File: config.mk
export PLATFORM = sky130hd
export DESIGN_NAME = prefetch_unit
export DESIGN_NICKNAME = d
export VERILOG_FILES = /design/src/rtl/prefetch_unit.sv
export SDC_FILE = /design/constraint.sdc
export NUM_CORES = 1
export LEC_CHECK = 0
export CORE_ASPECT_RATIO = 0.6
export CORE_MARGIN = 10
export CORE_UTILIZATION = 60
export CTS_CLUSTER_SIZE = 20
export DETAILED_ROUTE_END_ITERATION = 7
export PLACE_DENSITY = 0.91
export SLEW_MARGIN = 0
export SYNTH_ARGS = -nofsm -noshare
export SYNTH_HDL_FRONTEND = slang
export SYNTH_SLANG_ARGS = --single-unit
export TNS_END_PERCENT = 1
File: constraint.sdc
create_clock -name clk -period 8.31 [get_ports clk]
set_input_delay 1.662 -clock clk [delete_from_list [all_inputs] [get_ports clk]]
set_output_delay 1.662 -clock clk [all_outputs]
set_load 0.1 [all_outputs]
File: src/rtl/prefetch_unit.sv
// Instruction prefetch unit: single-outstanding fetch FSM feeding a DEPTH-entry
// instruction queue, with redirect flush and stale-response dropping.
module prefetch_unit #(
  parameter int unsigned DEPTH    = 4,
  parameter logic [31:0] RESET_PC = 32'h0
) (
  input  logic        clk,
  input  logic        reset,
  output logic        imem_req,
  output logic [31:0] imem_addr,
  input  logic        imem_rvalid,
  input  logic [31:0] imem_rdata,
  input  logic        redirect_valid,
  input  logic [31:0] redirect_pc,
  output logic        instr_valid,
  output logic [31:0] instr,
  output logic [31:0] instr_pc,
  input  logic        instr_ready
);

  localparam int unsigned AW = (DEPTH > 1) ? $clog2(DEPTH) : 1;
  localparam int unsigned CW = AW + 1;
  localparam logic [CW-1:0] DEPTH_C = CW'(DEPTH);

  typedef enum logic [1:0] {
    IDLE = 2'd0,
    WAIT = 2'd1,
    DROP = 2'd2
  } state_t;

  state_t        state;
  logic [31:0]   fetch_pc;
  logic [31:0]   tag_pc;
  logic [31:0]   q_instr [DEPTH];
  logic [31:0]   q_pc    [DEPTH];
  logic [AW-1:0] head;
  logic [AW-1:0] tail;
  logic [CW-1:0] count;
  logic          issue;
  logic          push;
  logic          pop;

  always_comb begin
    issue       = (state == IDLE) && (count < DEPTH_C) && !reset && !redirect_valid;
    imem_req    = issue;
    imem_addr   = fetch_pc;
    instr_valid = (count != '0) && !reset;
    if (instr_valid) begin
      instr    = q_instr[head];
      instr_pc = q_pc[head];
    end else begin
      instr    = 32'h0;
      instr_pc = 32'h0;
    end
    pop  = instr_valid && instr_ready;
    push = (state == WAIT) && imem_rvalid && !redirect_valid && !reset;
  end

  // A request still in flight across reset must not be captured later, so
  // reset parks the FSM in DROP until that response shows up.
  always_ff @(posedge clk) begin
    if (reset) begin
      fetch_pc <= RESET_PC;
      tag_pc   <= RESET_PC;
      if ((state == WAIT || state == DROP) && !imem_rvalid) begin
        state <= DROP;
      end else begin
        state <= IDLE;
      end
    end else begin
      if (redirect_valid) begin
        fetch_pc <= redirect_pc;
      end else if (issue) begin
        fetch_pc <= fetch_pc + 32'd1;
        tag_pc   <= fetch_pc;
      end
      case (state)
        IDLE:    if (issue) state <= WAIT;
        WAIT: begin
          if (imem_rvalid) begin
            state <= IDLE;
          end else if (redirect_valid) begin
            state <= DROP;
          end
        end
        DROP:    if (imem_rvalid) state <= IDLE;
        default: state <= IDLE;
      endcase
    end
  end

  always_ff @(posedge clk) begin
    if (reset || redirect_valid) begin
      head  <= '0;
      tail  <= '0;
      count <= '0;
    end else begin
      if (push) begin
        q_instr[tail] <= imem_rdata;
        q_pc[tail]    <= tag_pc;
        tail          <= tail + AW'(1);
      end
      if (pop) begin
        head <= head + AW'(1);
      end
      count <= count + {{AW{1'b0}}, push} - {{AW{1'b0}}, pop};
    end
  end

endmodule

### After elaboration in Yosys (flattened, before gate mapping)

Memories as Yosys holds them, arrays and structs flattened. A register that Yosys moved wholly into a read port is not among the register bits.
Cells that the tools add are included.

* register bits after elaboration: 73
* memory bits (writable): 256
* input port bits: 69
* output and inout bits: 98
* logic and storage cells: 57
* memories kept: 2

* add/subtract/negate cells: 5
* $lt $le $gt $ge: 1
* equal/unequal tests: 5
* muxes and demuxes: 18
* bitwise operators: 1
* reductions and logical operators: 19

Memories
* q_instr: depth 4, bits a word 32, read ports 1, clocked after Yosys merged registers in 1, write ports 1, RTL line 34 `logic [31:0] q_instr [DEPTH];`
* q_pc: depth 4, bits a word 32, read ports 1, clocked after Yosys merged registers in 1, write ports 1, RTL line 35 `logic [31:0] q_pc [DEPTH];`

Operator list (count)
* 2-to-1 mux 32 bit: 4
* adder 32 x 1 -> 32 bit (second input constant): 1
* 2-to-1 mux 2 bit: 10
* logical AND 1 bit: 9
* != test 3 bit (second input constant): 2
* one-hot mux 2 bit (3 select lines): 1
* adder 2 x 1 -> 2 bit (second input constant): 2
* != test 4 bit (second input constant): 1
* adder 3 x 1 -> 3 bit: 1
* zero test 1 bit: 3
* < comparator 3 bit (second input constant): 1
* 2-to-1 mux 1 bit: 3
* AND reduction 3 bit: 1
* nonzero test 3 bit: 1
* subtractor 3 x 1 -> 3 bit: 1
* equality test 2 x 1 -> 1 bit (second input constant): 1
* equality test 2 bit (second input constant): 1
* zero test 2 bit: 1
* logical OR 1 bit: 2
* AND reduction 2 bit: 1
* nonzero test 2 bit: 1
* inverter 1 bit: 1

### Depth between registers and ports, before layout

* word-level depth: 7
* mapped depth: 13

### Least setup slack after synthesis

OpenSTA, ideal clock, no wires.

* path type: input-to-output
* start point: input port reset
* end point: output port instr[22]
* data arrival time: 3.751 ns
* slack: 2.897 ns
* stages on the path: 4
* path buffers: 2
* cells stage by stage: buf_6 -> nor2_1 -> clkbuf_1 -> and2_1

* cells in the longest elaborated chain, start to end: 3

Ends and longest elaborated chain
* from (decl): RTL line 8 `input logic reset,`
* zero test 1 bit: RTL line 47 `instr_valid = (count != '0) && !reset;`
* logical AND 1 bit: RTL line 47
* named net instr_valid: RTL line 15 `output logic instr_valid,`
* 2-to-1 mux 32 bit: RTL line 48 `if (instr_valid) begin`
* to (decl): RTL line 16 `output logic [31:0] instr,`

The timed path passes the listed nets, and every way through them passes these cells.

### Worst setup path after layout

* start point: input port reset
* end point: output port instr[26]

* cells in the longest elaborated chain, start to end: 3

Ends and longest elaborated chain (RTL line)
* zero test 1 bit: 47
* logical AND 1 bit: 47
* 2-to-1 mux 32 bit: 48

No other way between the ends.

==> key figures <==
Status
  – Status: finished clean

CTS
  – CTS root buffer: clkbuf_16
  – Clk pin slew, worst setup/hold paths: approximately 0.070 ns
  – TritonCTS Buffers: 29
  – Sink Count: 331
  – H-tree depth: 1
  – CTS tree: built
  – Clk Latency, worst-skew pair: 0.53 ns
  – Max clock buf depth: 3
  – Cts hold-fix bufs: 0
  – # Post-CTS Setup Buffers: 0
  – Post-CTS Resized: 0

Timing
  – Max Slew Vio Count: 0
  – Setup tns final: 0 ns
  – Finish-stage setup viols: 0
  – Final period utilization: 0.682
  – Slew margin rel.: 0.249
  – Tmin final: 5.66 ns
  – Worst-Margin Slew: 1.12 ns
  – Fmax: about 0.18 GHz
  – Final hold slack: 0.496 ns
  – Post-Route Skew: 0.0120 ns
  – Unrepaired setup endpoints after global routing: no
  – Hold Violations, Final: 0

Synth
  – Leading area contributor after synthesis: edfxtp_1
  – Yosys cell types: 46
  – Synth Area per Inst: 15.6 um2
  – Top-count cell post-synth: edfxtp_1
  – EDFF count, synth: between 200 and 300
  – Synth Cell Area: approximately 0.013 mm2
  – Synthesized Nets: 930
  – Number of synthesis warnings: 0
  – Share of the yosys chip area belonging to registers: 0.695
  – Ranking of synthesized cells by area: edfxtp_1 59%, dfxtp_1 11%, mux4_2 11%, and2_1 3.4%, nand2_1 2.4%
  – Main synth FF type: edfxtp_1
  – Post-Synthesis Cells: 849
  – Fraction of registers with async set/reset: 0
  – Flops & latches, synth: 331
  – Synth top area share: 0.585
  – Post-synth top cells: 258 x edfxtp_1, 84 x nand2_1, 73 x dfxtp_1, 71 x and2_1, 64 x mux4_2

Worst setup path
  – Reg2reg start: state[0]
  – CP Capture Type: output pin
  – Worst Path Max Fanout: 39
  – Arr. time, crit path: 4.00 ns
  – Crit Path Category: input port to output pin
  – Worst Path Required: 6.65 ns
  – Setup crit start kind: input port
  – Crit path from: reset

Global route
  – Remaining global-route overflow: 0
  – Number of global-route vias before repair: about 8100
  – First-pass GRT wire length: around 48000 um
  – Global Route Usage Sum: 0.213
  – Initial antenna violation count: 1
  – Largest net degree at the start of global routing: 72

Routing
  – Routed vias/inst: 6.16
  – Post-route ant nets: 0
  – Drt first pass iters: 6
  – Via count: 8031
  – DRC: 0
  – Initial drt markers: 809
  – Routed WL: 30500 um
  – WL per Instance: 23.4 um

Layout
  – N_diodes: 0
  – Layout filler cell count: 1249
  – Area growth from synthesis to layout: 21.7%
  – Nets: around 1100
  – Layout cells sized above 1: 0.128
  – Fin cells: 1304

Floorplan
  – Die H: 135 um
  – Io pins: 167
  – DIE AREA: approximately 0.029 mm2
  – Initial core utilization: 0.621
  – DIE WIDTH: around 210 um
  – Core area: 0.0213 mm2
  – Row cnt: 41

Placement
  – Gpl congestion: 0.913
  – Placed wire-length estimate: 19100 um
  – DP Cell Count: 1250
  – Number of port buffers: between 150 and 200

Worst hold path
  – Hold/Removal Path Class: register to register
  – Hold path start: tag_pc[26]

Run
  – Max Cap Violations: 0

Power and ir drop
  – Design Power: ~3.6 mW
  – PD cells: 222 mW/mm2
  – P_leak: 5.19 nW
  – Worst vdd ir: 170 uV
## worst paths after layout
check / endpoint / slack [ns] / cells after the start
worst min-delay path: tag_pc[26] / 0.50 / 2
worst min register to register: tag_pc[26] / 0.50 / 2
worst max register to register: imem_addr[27] / 5.59 / 7
worst max-delay path: instr[26] / 2.65 / 5
## worst max-delay path: stages
cell and delay, ns:
buf_2 0.13, nor2_4 0.62, buf_16 0.24, and2_1 0.15
clkdlybuf4s50_1 1.15
## cell families (layout without fill, tap and decap cells)
family          after synthesis  in the layout  share of synthesized area
buf+inv                      65            241                     0.0197
compound gates               89             89                     0.0446
fa+ha+maj                    12             12                     0.0119
xor+xnor                     15             15                    0.00992
simple gates                270            270                      0.107
flops                       331            331                      0.695
mux                          67             67                      0.111
## per-stage QoR
| stage | setup slack [ns] | cell area, um2 | utilization |
|---|---|---|---|
| 2_1_floorplan | 2.90 | 13200 | - |
| 3_3_place_gp | 2.57 | 15100 | 0.708 |
| 3_5_place_dp | 2.40 | 15100 | 0.708 |
| 4_1_cts | 2.35 | 16100 | 0.754 |
| 5_1_grt | 2.52 | 16100 | 0.755 |
| 6_report | 2.65 | 16100 | 0.755 |
## cell usage in the layout (no fill, tap or decap), drive strengths merged, types with 13 or more instances in the layout
master	synthesis	final
a211oi	13	13
a21oi	36	36
a311oi	14	14
and2	72	72
clkbuf	36	38
clkdlybuf4s50	0	164
dfxtp	73	73
edfxtp	258	258
inv	16	17
mux4	64	64
nand2	84	84
nand3	14	14
nor2	38	38
## final cells by class
cell class	count	area [um2]	share of cell area
flip-flops and latches	331	9220	0.572
clock buffers	38	853	0.0529
well taps	279	349	0.0217
multi-input cells	453	3790	0.235
inverters	16	60.1	0.00373
repair buffers	172	1720	0.107
clock inverters	15	130	0.00807
## routing by layer
| metal | global-route usage | routed length (um) | up-vias |
|---|---|---|---|
| li1 | - | - | 3568 |
| met5 | 0 | 0 | - |
| met1 | 0.306 | 12700 | 3997 |
| met2 | 0.332 | 14200 | 428 |
| met3 | 0.0490 | 3150 | 38 |
| met4 | 0.0330 | 410 | 0 |
## flip-flops by register name, summed over array words and instances (netlist names), named ones only
| name | count |
|---|---|
| count | 3 |
| q_pc | 128 |
| tail | 2 |
| head | 2 |
| state | 2 |
| tag_pc | 32 |
| q_instr | 128 |
| imem_addr | 32 |
## where the power goes
group | total (mW) | switching [mW] | internal (mW)
clock network | 1.36 | 0.578 | 0.786
registers | 1.87 | 0.0434 | 1.83
logic | 0.348 | 0.238 | 0.110
total | 3.58 | 0.860 | 2.72
(Power assumes the default switching activity.)
